File: config.mk
export PLATFORM = sky130hd
export DESIGN_NAME = iecdrv_iec_tx
export DESIGN_NICKNAME = d
export VERILOG_FILES = /design/src/rtl/iecdrv_pkg.sv /design/src/rtl/iecdrv_us_timer.sv /design/src/rtl/iecdrv_iec_tx.sv
export SDC_FILE = /design/constraint.sdc
export NUM_CORES = 1
export LEC_CHECK = 0
export BUFFER_PORTS_ARGS = -buffer_cell sky130_fd_sc_hd__buf_4
export CORE_ASPECT_RATIO = 1.5
export CORE_MARGIN = 4
export CORE_UTILIZATION = 58
export DETAILED_ROUTE_END_ITERATION = 8
export GPL_TIMING_DRIVEN = 0
export PLACE_DENSITY = 0.86
export SETUP_SLACK_MARGIN = 0.05
export SLEW_MARGIN = 30
export SYNTH_ARGS = -nofsm -noshare
export SYNTH_HDL_FRONTEND = slang
export SYNTH_SLANG_ARGS = --single-unit
File: constraint.sdc
create_clock -name clk -period 3.4 [get_ports clk]
set_input_delay 0.17 -clock clk [delete_from_list [all_inputs] [get_ports clk]]
set_output_delay 0.17 -clock clk [all_outputs]
set_load 0.005 [all_outputs]
File: src/rtl/iecdrv_pkg.sv
// iecdrv_pkg: IEC talker state encoding and default bus timings (microseconds, clk cycles per microsecond)
package iecdrv_pkg;
  typedef enum logic [2:0] {
    IDLE,
    READY,
    EOI_WAIT,
    EOI_ACK,
    BIT_SETUP,
    BIT_VALID,
    FRAME_ACK
  } tx_state_t;
  localparam int unsigned US_CYCLES_DEF  = 32;
  localparam int unsigned T_SETUP_US_DEF = 70;
  localparam int unsigned T_VALID_US_DEF = 20;
  localparam int unsigned T_EOI_US_DEF   = 200;
  localparam int unsigned T_ACK_US_DEF   = 1000;
endpackage

File: src/rtl/iecdrv_us_timer.sv
// iecdrv_us_timer: loadable down-counter; ports clk, reset, load, value (reload count), expired (count is zero)
module iecdrv_us_timer #(
  parameter int WIDTH = 16
) (
  input  logic             clk,
  input  logic             reset,
  input  logic             load,
  input  logic [WIDTH-1:0] value,
  output logic             expired
);
  logic [WIDTH-1:0] count;
  always_ff @(posedge clk or posedge reset)
    if (reset) count <= '0;
    else if (load) count <= value;
    else if (count != '0) count <= count - WIDTH'(1);
  assign expired = count == '0;
endmodule

File: src/rtl/iecdrv_iec_tx.sv
// iecdrv_iec_tx: IEC talker byte transmitter; in: start/din/eoi, synced CLK/DATA/ATN levels; out: CLK/DATA drives (1=release), busy, done/err/abort pulses
module iecdrv_iec_tx
  import iecdrv_pkg::*;
#(
  parameter int unsigned US_CYCLES  = US_CYCLES_DEF,
  parameter int unsigned T_SETUP_US = T_SETUP_US_DEF,
  parameter int unsigned T_VALID_US = T_VALID_US_DEF,
  parameter int unsigned T_EOI_US   = T_EOI_US_DEF,
  parameter int unsigned T_ACK_US   = T_ACK_US_DEF
) (
  input  logic       clk,
  input  logic       reset,
  input  logic       start,
  input  logic [7:0] din,
  input  logic       eoi,
  input  logic       bus_clk_i,
  input  logic       bus_data_i,
  input  logic       bus_atn_i,
  output logic       bus_clk_o,
  output logic       bus_data_o,
  output logic       busy,
  output logic       done,
  output logic       err,
  output logic       abort
);
  localparam int TW = $clog2(T_ACK_US * US_CYCLES + 1);
  localparam logic [TW-1:0] LD_SETUP = TW'(T_SETUP_US * US_CYCLES - 1);
  localparam logic [TW-1:0] LD_VALID = TW'(T_VALID_US * US_CYCLES - 1);
  localparam logic [TW-1:0] LD_ACK   = TW'(T_ACK_US * US_CYCLES - 1);
  tx_state_t state, state_n;
  logic [7:0] data_q;
  logic [2:0] idx;
  logic eoi_q, hold, expired, load, ev_abort, ev_done, ev_err;
  logic [TW-1:0] load_val;
  logic unused_clk;
  // bit timing is fixed; the CLK line level is not consulted
  assign unused_clk = bus_clk_i;
  iecdrv_us_timer #(.WIDTH(TW)) u_timer (
    .clk(clk),
    .reset(reset),
    .load(load),
    .value(load_val),
    .expired(expired)
  );
  always_ff @(posedge clk or posedge reset)
    if (reset) state <= IDLE;
    else state <= state_n;
  always_ff @(posedge clk or posedge reset)
    if (reset) begin
      data_q <= '0;
      idx <= '0;
      eoi_q <= 1'b0;
      hold <= 1'b0;
      done <= 1'b0;
      err <= 1'b0;
      abort <= 1'b0;
    end else begin
      done <= ev_done;
      err <= ev_err;
      abort <= ev_abort;
      if (state == IDLE && state_n == READY) begin
        data_q <= din;
        eoi_q <= eoi;
        idx <= '0;
      end
      if (state == BIT_VALID && state_n == BIT_SETUP) idx <= idx + 3'd1;
      if (ev_done) hold <= 1'b1;
      else if (ev_err || ev_abort || (state == IDLE && !bus_atn_i)) hold <= 1'b0;
    end
  // ATN overrides every other event; start is refused in the abort pulse cycle
  always_comb begin
    state_n = state;
    ev_abort = state != IDLE && !bus_atn_i;
    if (ev_abort) state_n = IDLE;
    else
      case (state)
        IDLE:      state_n = start && !abort ? READY : IDLE;
        READY:     state_n = !bus_data_i ? READY : eoi_q ? EOI_WAIT : BIT_SETUP;
        EOI_WAIT:  state_n = !bus_data_i ? EOI_ACK : expired ? IDLE : EOI_WAIT;
        EOI_ACK:   state_n = bus_data_i ? BIT_SETUP : expired ? IDLE : EOI_ACK;
        BIT_SETUP: state_n = expired ? BIT_VALID : BIT_SETUP;
        BIT_VALID: state_n = !expired ? BIT_VALID : idx == 3'd7 ? FRAME_ACK : BIT_SETUP;
        FRAME_ACK: state_n = !bus_data_i || expired ? IDLE : FRAME_ACK;
        default:   state_n = IDLE;
      endcase
    ev_done = !ev_abort && state == FRAME_ACK && !bus_data_i;
    // any other fall back to IDLE from a busy state is a timeout
    ev_err = !ev_abort && !ev_done && state != IDLE && state_n == IDLE;
    load = state_n != state;
    load_val = state_n == BIT_SETUP ? LD_SETUP : state_n == BIT_VALID ? LD_VALID : LD_ACK;
    busy = state != IDLE;
    bus_clk_o = state == IDLE ? ~hold : !(state == BIT_SETUP || state == FRAME_ACK);
    bus_data_o = state == BIT_SETUP || state == BIT_VALID ? data_q[idx] : 1'b1;
  end
endmodule

==> key figures, run 1 <==
Finish
  – Reg area: ~850 um^2
  – Finished Layout Cells: 269
  – Utilization after layout: a little under three quarters
  – Area delta synth->final: 16.18%
  – Layout cells sized above 1: 24.89%
  – Fillers: 268
  – Multi-input logic area: ~1100 um^2
  – Commonest non-fill, non-tap cell in the layout: dfrtp_1
  – Most frequent cells in the layout: dfrtp_1 (34), buf_4 (23), nand2_1 (18)
  – Ant diodes: 0
  – Layout Nets: ~250

Drt
  – Vias/cell: slightly above 6
  – Routed len/inst: around 16 um
  – Detail Route Antenna Nets: 0
  – Final wirelength: 4.435 mm
  – DRC violations left: 0
  – Initial detailed-routing violation count: 45
  – DR pass1 iterations: 4
  – Vias: 1624

CTS
  – Clock sink count: 34
  – Clock transition at path regs: 0.07 ns
  – # H-tree levels: 2
  – TritonCTS clock tree: built
  – CTS Hold Bufs: 0
  – Clock tree buffer depth: 2
  – Clk_lat worst skew: roughly 0.28 ns
  – Root Buffer: clkbuf_8
  – Cts bufs inserted: 5

Global routing
  – Gr usage total: between 20% and 30%
  – Initial antenna violation count: 0
  – Vias in the first global route: approximately 1700
  – Grt total ovfl: 0
  – Largest net degree at the start of global routing: 35
  – First-pass GRT wire length: ~7.7 mm

Yosys
  – Yosys reg bits: 34
  – Syn Std Cell Area: around 2000 um^2
  – Post-synthesis cell type count: 50
  – Synth Flop Type: dfrtp_1
  – Sequential share of the synthesized area: between 40 and 50%
  – Async set-reset flop share out of synthesis: between 90% and 100%
  – Post-synth EDFFs: 0
  – Synth Instances: 199
  – Yosys warning total: 0
  – Mapped Nets: approximately 220
  – Syn Area/Cell: around 10 um^2

Timing
  – Worst-Margin Slew: 0.8208 ns
  – Slew HR: 44.78%
  – Crit share post-route: approximately 93%
  – Final Hold Fails: 0
  – Max Slew Vio Count: 0
  – Worst Skew: between 0.005 and 0.006 ns
  – Final Setup Violations: 0
  – RSZ-0062 raised after global routing: false
  – Hold WS: approximately 0.0045 ns
  – Fmax: approximately 320 MHz
  – Tmin final: about 3.2 ns

Worst setup path
  – CP max stage cell: or4b_1
  – Worst Path Buf+Inv: 1
  – Critical path endpoint category: flop
  – Critical-path cell list: inv_1, ha_1, or4b_1, nor4_4, mux2i_2, nor3b_4, nand2_1, mux2_1
  – Delay-heaviest family, CP: simple AND/OR/NAND/NOR gates
  – Max FO, Critical Path: 8
  – Critical path data required time: 3.57 ns
  – Worst Path Arrival: between 3 and 4 ns
  – WS Path Type: reg2reg
  – Startpoint types: flop
  – Slowest stage delay, CP: 0.55 ns

Pwr
  – Net Sw Frac: between 30 and 40%
  – P_leak: around 0.95 nW
  – Max VDD drop: ~530 uV
  – P_sw: just under 600 uW
  – Ratio of total power to cell area: ~680 nW/um^2
  – Final Power: around 1.6 mW
  – P_int: 1.003 mW
  – Combinational Power Share: 41.8%
  – Clock share of power: between 10% and 20%
  – Seq pwr share: between 30 and 40%

Floorplanning
  – Die Y: about 80 um
  – Placeable core area: between 3000 and 4000 um^2
  – Num rows: 25
  – IO Pins: 21
  – Die area: ~4500 um^2
  – Die Wd: between 50 and 60 um
  – Initial Util: about three fifths

Place
  – Detailed Place HPWL: 3.038 mm
  – Cells after DPL: roughly 260
  – Buffers on Ports: 18
  – Final Wtd Congestion: 0.8976

Status
  – Run status: complete, no violations

Hold path
  – Hold Crit Class: in2async

Run
  – MaxCap Viol Count: 0
routing by layer:
metal  GRT usage [%]  share of wire, %  vias to the layer above  wire, um
li1                -                 -                      778         -
met1           23.28                37                      783      1622
met2           41.33                57                       54      2541
met3           5.145               4.7                        9       208
met4           8.076               1.4                        0        63
met5               0                 0                        -         0
power groups by stage:
stage	registers, mW	logic (mW)	clock network, mW
after CTS	0.610	0.639	0.315
after global placement	0.612	0.611	0
after detailed placement	0.617	0.629	0
final	0.612	0.664	0.310
after global routing	0.630	0.723	0.338
after floorplan	0.589	0.484	0
final timing paths:
kind                       cells past startpoint                end              from  slack [ns]
min                                            2  u_timer.count[13]             reset       0.004
min reg2reg                                    1          data_q[6]         data_q[6]        0.51
max                                            8   u_timer.count[6]  u_timer.count[0]        0.23
max in group asynchronous                      2   u_timer.count[4]             reset        2.93
min in group clk                               2          data_q[1]            din[1]        0.12
max reg2reg                                    8   u_timer.count[6]  u_timer.count[0]        0.23
flip-flops by register name, summed over array words and instances (netlist names):
signal	flops
idx	3
hold	1
done	1
abort	1
u_timer.count	15
data_q	8
eoi_q	1
state	3
err	1
worst register-to-register path, stage by stage (launching register included):
cell and delay [ns]:
dfrtp_1 0.43, inv_1 0.11, ha_1 0.17, or4b_1 0.55, nor4_4 0.50, mux2i_2 0.48
nor3b_4 0.45, nand2_1 0.08, mux2_1 0.28
kinds of logic (layout without fill, tap and decap cells):
logic type	count (synthesis)	count (layout)	share of synthesized area, %
simple gates	80	80	22.84
buf+inv	18	48	4.294
xor+xnor	11	11	4.791
fa+ha+maj	3	3	1.867
compound gates	33	33	12.07
flops	34	34	42.32
mux	20	20	11.82
area by class of cell:
class / count / area share (%)
multi-input combinational: 147 / 46.60
sequential: 34 / 36.42
timing repair buffer: 22 / 7.070
clock buffer: 6 / 3.535
buffer: 11 / 2.571
tap: 40 / 2.142
inverter: 7 / 1.125
clock inverter: 2 / 0.5356
what timing repair did:
item / 4_1_cts / 5_1_grt
setup endpoints to repair: 0 / 8
gates resized for setup: 0 / 2
setup buffers: 0 / 4
cells in the mapped netlist, types with 2 or more instances:
library cell / count / area, um^2
a21oi_1: 6 / 30.03
and2_1: 2 / 12.51
buf_6: 2 / 22.52
clkbuf_1: 7 / 26.28
dfrtp_1: 34 / 850.8
ha_1: 3 / 37.54
inv_1: 7 / 26.28
mux2_2: 9 / 101.4
mux2i_1: 8 / 80.08
mux4_2: 2 / 45.04
nand2_1: 18 / 67.56
nand2b_1: 2 / 12.51
nand3_1: 2 / 10.01
nand3b_1: 3 / 22.52
nand4_1: 4 / 25.02
nand4b_1: 2 / 17.52
nor2_1: 15 / 56.30
nor2b_1: 4 / 25.02
nor3_1: 6 / 30.03
nor3b_1: 3 / 22.52
nor4_1: 5 / 31.28
o211ai_1: 4 / 30.03
o21ai_0: 11 / 55.05
or3_1: 3 / 18.77
or4_1: 3 / 22.52
xnor2_1: 4 / 35.03
xor2_1: 7 / 61.31
stage by stage:
stage	area, um^2	TNS [ns]	setup slack (ns)
2_1_floorplan	2011	0	0.3573
3_3_place_gp	2196	-1.242	-0.2616
3_5_place_dp	2201	0	0.07474
4_1_cts	2296	0	0.05062
5_1_grt	2336	0	0.05136
6_report	2336	0	0.2294
Note: power is estimated with default switching activity, not from simulation.
==> run 2: changes to the inputs <==
CORE_UTILIZATION = 55   (was 58)
PLACE_DENSITY = 0.82   (was 0.86)
==> run 2 against run 1 <==
  * The run now ends with negative hold slack left
  * Largest cell class unchanged
  * Core utilization down 5.1 points
  * Highest routed layer unchanged
  * Combinational power down 3%
  * Total power down 0.65%
  * Largest power group unchanged
  * Worst hold slack worse by 0.0084 ns
==> key figures, run 2 (synthesized netlist as in run 1, its figures left out) <==
Timing
  – Slew HR: 46.79% (+2.0 points)
  – Max Slew Vio Count: 0 (unchanged)
  – RSZ-0062 raised after global routing: false
  – Tmin final: 3.024 ns (-0.1465 ns)
  – Crit share post-route: 88.94% (-4.3 points)
  – Worst Skew: 0.01241 ns (+0.007060 ns)
  – Final Setup Violations: 0 (unchanged)
  – Hold WS: -0.003900 ns (-0.008357 ns)
  – Worst-Margin Slew: 0.7908 ns (-0.02995 ns)
  – Fmax: 330.7 MHz (+4.8%)
  – Final Hold Fails: 4 (+4)

Drt
  – Detail Route Antenna Nets: 0 (unchanged)
  – Final wirelength: 4.223 mm (-4.8%)
  – DR pass1 iterations: 6 (+2)
  – Routed len/inst: 15.70 um (-4.8%)
  – Vias: 1592 (-2.0%)
  – DRC violations left: 0 (unchanged)
  – Vias/cell: 5.918 (-2.0%)
  – Initial detailed-routing violation count: 50 (+11%)

Floorplanning
  – Placeable core area: 3481 um^2 (+7.0%)
  – Num rows: 26 (+4.0%)
  – Die Y: 82.05 um (+2.4%)
  – Initial Util: 57.76% (-4.0 points)
  – IO Pins: 21 (unchanged)
  – Die area: 4707 um^2 (+4.8%)
  – Die Wd: 57.37 um (+2.3%)

Pwr
  – P_leak: 0.9437 nW (-1.1%)
  – P_int: 996.7 uW (-0.64%)
  – Seq pwr share: 39.1% (+0.5 points)
  – P_sw: 579.2 uW (-0.67%)
  – Ratio of total power to cell area: 678.3 nW/um^2 (-0.12%)
  – Combinational Power Share: 40.9% (-0.9 points)
  – Net Sw Frac: 36.75% (about the same)
  – Clock share of power: 20.0% (+0.4 points)
  – Max VDD drop: 449.2 uV (-16%)

Worst setup path
  – Critical path endpoint category: flop
  – Max FO, Critical Path: 6 (-2)
  – R2R depth: 9 (+1)
  – Slowest stage delay, CP: 0.56 ns (about the same)
  – WP depth: 9 (+1)
  – Worst Path Arrival: 3.20 ns (-0.14 ns)
  – Startpoint types: flop
  – CP max stage cell: or4b_1
  – Worst Path Buf+Inv: 2 (+1)
  – Critical path data required time: 3.57 ns (about the same)
  – Critical-path cell list: inv_1, ha_1, or4b_1, nor4_4, mux2i_2, nor3b_4, buf_4, and3b_1, o21ai_0
  – Delay-heaviest family, CP: simple AND/OR/NAND/NOR gates
  – Reg-to-reg endpoint: idx[1]
  – Worst flop-to-flop path startpoint: u_timer.count[0]
  – WS Path Type: reg2reg
  – R2r setup slk: 0.38 ns (+0.15 ns)

Status
  – Run status: finished with violations
  – Violated checks: negative hold slack

Finish
  – Most frequent cells in the layout: dfrtp_1 (34), buf_4 (21), nand2_1 (18)
  – Multi-input logic area: 1089 um^2 (unchanged)
  – Max reg flops: 15 (unchanged)
  – Area delta synth->final: 15.56%
  – Finished Layout Cells: 269 (unchanged)
  – Layout cells sized above 1: 24.23% (-0.66 points)
  – Utilization after layout: 66.75% (-5.1 points)
  – Commonest non-fill, non-tap cell in the layout: dfrtp_1
  – Top Registers: u_timer.count: 15 flops, data_q: 8 flops
  – Reg area: 850.8 um^2 (unchanged)
  – Ant diodes: 0 (unchanged)
  – Fillers: 267 (-0.37%)
  – Layout Nets: 244 (-0.81%)
  – Largest Register: u_timer.count

CTS
  – Clk_lat worst skew: 0.29 ns (about the same)
  – Root Buffer: clkbuf_8
  – # H-tree levels: 2 (unchanged)
  – TritonCTS clock tree: built
  – Clock sink count: 34 (unchanged)
  – Clock tree buffer depth: 2 (unchanged)
  – Cts bufs inserted: 5 (unchanged)
  – Clock transition at path regs: 0.08 ns (about the same)

Run
  – MaxCap Viol Count: 0 (unchanged)

Place
  – Detailed Place HPWL: 2.976 mm (-2.1%)
  – Final Wtd Congestion: 0.9036 (+0.67%)
  – Buffers on Ports: 18 (unchanged)
  – Cells after DPL: 259 (+0.78%)

Global routing
  – Grt total ovfl: 0 (unchanged)
  – Vias in the first global route: 1573 (-6.5%)
  – First-pass GRT wire length: 7.120 mm (-7.1%)
  – Gr usage total: 19.76% (-2.1 points)
  – Initial antenna violation count: 0 (unchanged)
  – Largest net degree at the start of global routing: 35 (unchanged)

Hold path
  – Hold Crit Class: in2async
run 2: changes by cell type in the layout (fill, tap and decap cells not counted), sizes merged:
cell | before | now
buf | 26 | 24
run 2: worst max path at each step:
stage / startpoint / slack (ns) / end
after CTS: u_timer.count[0] / 0.15 / u_timer.count[6]
after global placement: u_timer.count[0] / -0.18 / idx[1]
after floorplan: u_timer.count[0] / 0.36 / u_timer.count[6]
after global routing: u_timer.count[0] / 0.15 / u_timer.count[6]
final: u_timer.count[0] / 0.38 / idx[1]
after detailed placement: u_timer.count[0] / -0.26 / u_timer.count[6]
run 2: area by class of cell:
type / instances / share of cell area, %
buffer: 11 / 2.585
clock buffer: 6 / 3.554
clock inverter: 2 / 0.5385
inverter: 7 / 1.131
multi-input combinational: 147 / 46.85
sequential: 34 / 36.62
tap: 42 / 2.262
timing repair buffer: 20 / 6.462
run 2: stage by stage:
| stage | setup WS [ns] | power [mW] | setup TNS [ns] | area (um^2) |
|---|---|---|---|---|
| final | 0.3759 | 1.576 | 0 | 2323 |
| after floorplan | 0.3573 | 1.072 | 0 | 2011 |
| after CTS | 0.1471 | 1.571 | 0 | 2305 |
| after global routing | 0.1520 | 1.675 | 0 | 2323 |
| after global placement | -0.1847 | 1.225 | -0.7187 | 2198 |
| after detailed placement | -0.2600 | 1.243 | -1.015 | 2198 |
run 2: what timing repair did:
action / 4_1_cts / 5_1_grt
cloned: 0 / 0
setup buffers: 0 / 2
hold buffers: 0 / 0
endpoints found under the setup margin: 8 / 4
resized for setup: 2 / 1
pin swaps: 0 / 0
run 2: power by group through the flow:
stage,Combinational [mW],Clock (mW),Sequential (mW)
final,0.645,0.315,0.616
after global routing,0.707,0.339,0.629
after floorplan,0.484,0,0.589
after detailed placement,0.623,0,0.620
after global placement,0.612,0,0.613
after CTS,0.632,0.325,0.613
run 2: worst register-to-register path, cell delays in order, from the launching register on:
cell and delay (ns):
dfrtp_1 0.43, inv_1 0.11, ha_1 0.17, or4b_1 0.56, nor4_4 0.48, mux2i_2 0.44
nor3b_4 0.28, buf_4 0.17, and3b_1 0.18, o21ai_0 0.09
run 2: layer usage:
| metal | GRT usage (%) | share of wire, % | vias to the layer above |
|---|---|---|---|
| met2 | 34.73 | 52 | 39 |
| li1 | - | - | 768 |
| met4 | 11.14 | 4.0 | 0 |
| met3 | 3.459 | 3.1 | 15 |
| met5 | 0 | 0 | - |
| met1 | 22.28 | 41 | 770 |
==> run 3: changes to the inputs <==
HOLD_SLACK_MARGIN = 0.15   (was unset)
==> run 3 against run 2 <==
  * The run now ends clean
  * Clock skew is 0.00051 ns lower
  * Largest power group unchanged
  * Critical path type unchanged
  * Sequential power is 0.6% higher
  * Setup slack worse by 0.040 ns
==> key figures, run 3 (synthesized netlist as in run 1, its figures left out) <==
Timing
  – Tmin final: 3.064 ns (+0.04019 ns)
  – Fmax: 326.3 MHz (-1.3%)
  – Max Slew Vio Count: 0 (unchanged)
  – RSZ-0062 raised after global routing: false
  – Final Hold Fails: 0 (-4)
  – Slew HR: 45.87% (-0.92 points)
  – Final Setup Violations: 0 (unchanged)
  – Worst Skew: 0.01190 ns (-0.0005098 ns)
  – Worst setup margin: 0.3357 ns (-0.04019 ns)
  – Crit share post-route: 90.13% (+1.2 points)
  – Worst-Margin Slew: 0.8045 ns (+0.01370 ns)

Worst setup path
  – Reg-to-reg endpoint: idx[1]
  – Start point of the critical path: u_timer.count[0]
  – Setup crit end: idx[1]
  – Worst flop-to-flop path startpoint: u_timer.count[0]
  – WS Path Type: reg2reg
  – Startpoint types: flop
  – CP max stage cell: or4b_1
  – R2R depth: 9 (unchanged)
  – Slowest stage delay, CP: 0.56 ns (about the same)
  – Max FO, Critical Path: 6 (unchanged)
  – Critical path data required time: 3.58 ns (about the same)
  – Critical path endpoint category: flop
  – R2r setup slk: 0.34 ns (-0.04 ns)
  – Worst Path Arrival: 3.25 ns (+0.05 ns)
  – Critical-path cell list: inv_1, ha_1, or4b_1, nor4_4, mux2i_2, nor3b_4, buf_4, and3b_1, o21ai_0

Global routing
  – Vias in the first global route: 1697 (+7.9%)
  – Initial antenna violation count: 0 (unchanged)
  – Largest net degree at the start of global routing: 35 (unchanged)
  – First-pass GRT wire length: 7.741 mm (+8.7%)
  – Grt total ovfl: 0 (unchanged)
  – Gr usage total: 21.59% (+1.8 points)

Drt
  – Initial detailed-routing violation count: 54 (+8.0%)
  – Vias: 1672 (+5.0%)
  – Final wirelength: 4.657 mm (+10%)
  – Vias/cell: 5.971 (+0.90%)
  – DR pass1 iterations: 4 (-2)
  – Routed len/inst: 16.63 um (+5.9%)
  – Detail Route Antenna Nets: 0 (unchanged)
  – DRC violations left: 0 (unchanged)

CTS
  – # H-tree levels: 2 (unchanged)
  – TritonCTS clock tree: built
  – Clk_lat worst skew: 0.30 ns (about the same)
  – Clock sink count: 34 (unchanged)
  – Root Buffer: clkbuf_8
  – Clock transition at path regs: 0.07 ns (about the same)
  – Cts bufs inserted: 5 (unchanged)
  – Clock tree buffer depth: 2 (unchanged)

Place
  – Placed Area: 2198 um^2 (unchanged)
  – Detailed Place HPWL: 2.976 mm (unchanged)
  – DP Worst Slack: -0.2600 ns (unchanged)
  – Buffers on Ports: 18 (unchanged)
  – Final Wtd Congestion: 0.9036 (unchanged)
  – Cells after DPL: 259 (unchanged)

Pwr
  – Max VDD drop: 497.4 uV (+11%)
  – Ratio of total power to cell area: 664.1 nW/um^2 (-2.1%)
  – P_leak: 0.9908 nW (+5.0%)
  – Final Power: 1.614 mW (+2.4%)

Finish
  – Utilization after layout: 69.84% (+3.1 points)
  – Max reg flops: 15 (unchanged)
  – Largest Register: u_timer.count
  – Area delta synth->final: 20.91%
  – Ant diodes: 0 (unchanged)
  – Finished Cell Area: 2431 um^2 (+4.6%)
  – Most frequent cells in the layout: dfrtp_1 (34), buf_4 (22), nand2_1 (18)
  – Commonest non-fill, non-tap cell in the layout: dfrtp_1
  – Layout Nets: 255 (+4.5%)
  – Layout cells sized above 1: 23.53% (-0.70 points)
  – Finished Layout Cells: 280 (+4.1%)
  – Top Registers: u_timer.count: 15 flops, data_q: 8 flops
  – Fillers: 239 (-10%)

Status
  – Run status: complete, no violations

Floorplanning
  – Die Y: 82.05 um (unchanged)
  – Die area: 4707 um^2 (unchanged)
  – Placeable core area: 3481 um^2 (unchanged)
  – Initial Util: 57.76% (unchanged)
  – IO Pins: 21 (unchanged)
  – Num rows: 26 (unchanged)
  – Die Wd: 57.37 um (unchanged)

Hold path
  – Hold Crit Class: in2reg

Run
  – MaxCap Viol Count: 0 (unchanged)
[run 3: cell types whose count changed in the layout (fill, tap and decap cells not counted)]
cell / change
buf_4: +1
dlygate4sd3_1: +10
[run 3: worst min path at each step]
stage	start	endpoint	slack (ns)	cells past startpoint
after global routing	bus_atn_i	abort	0.31	2
after CTS	bus_atn_i	abort	0.26	2
after detailed placement	reset	u_timer.count[12]	0.34	2
after global placement	eoi	eoi_q	0.40	2
final	bus_atn_i	abort	0.27	2
after floorplan	reset	abort	0.31	1
[run 3: report_power, final]
group	internal [mW]	switching (mW)
Clock	0.163	0.156
Sequential	0.518	0.102
Combinational	0.327	0.348
Total	1.01	0.606
[run 3: final cells by class]
class	count	area, um^2	share of cell area, %
Buffer	11	60.06	2.470
Tap cell	42	52.55	2.162
Multi-Input combinational cell	147	1089	44.78
Inverter	7	26.28	1.081
Timing Repair Buffer	31	257.7	10.60
Clock inverter	2	12.51	0.5147
Clock buffer	6	82.58	3.397
Sequential cell	34	850.8	35.00
[run 3: metrics by stage]
step                hold WS (ns)  setup TNS (ns)
floorplan                 0.3116               0
global placement          0.4020         -0.7187
detailed placement        0.3432          -1.015
CTS                       0.2580               0
global route              0.3070               0
finish                    0.2652               0
[run 3: layer usage]
metal | GRT usage (%) | vias to the layer above | wire [um]
li1 | - | 790 | -
met1 | 23.54 | 821 | 1849
met2 | 38.69 | 45 | 2479
met3 | 3.459 | 16 | 157
met4 | 12.99 | 0 | 170
met5 | 0 | - | 0
[run 3: worst max-delay path: cells and delay by family (launching register included)]
kind	cells	cell delay (ns)
AO/OA/AOI/OAI	1	0.09
multiplexers	1	0.46
AND/OR/NAND/NOR	4	1.50
adder cells (fa/ha/maj)	1	0.17
buffers and inverters	2	0.28
flip-flops	1	0.43
[run 3: what timing repair did]
item / CTS / global route
resized for setup: 2 / 1
endpoints found under the hold margin: 43 / 0
setup endpoints to repair: 8 / 4
pin swaps: 0 / 0
setup buffers: 0 / 3
hold buffers: 10 / 0
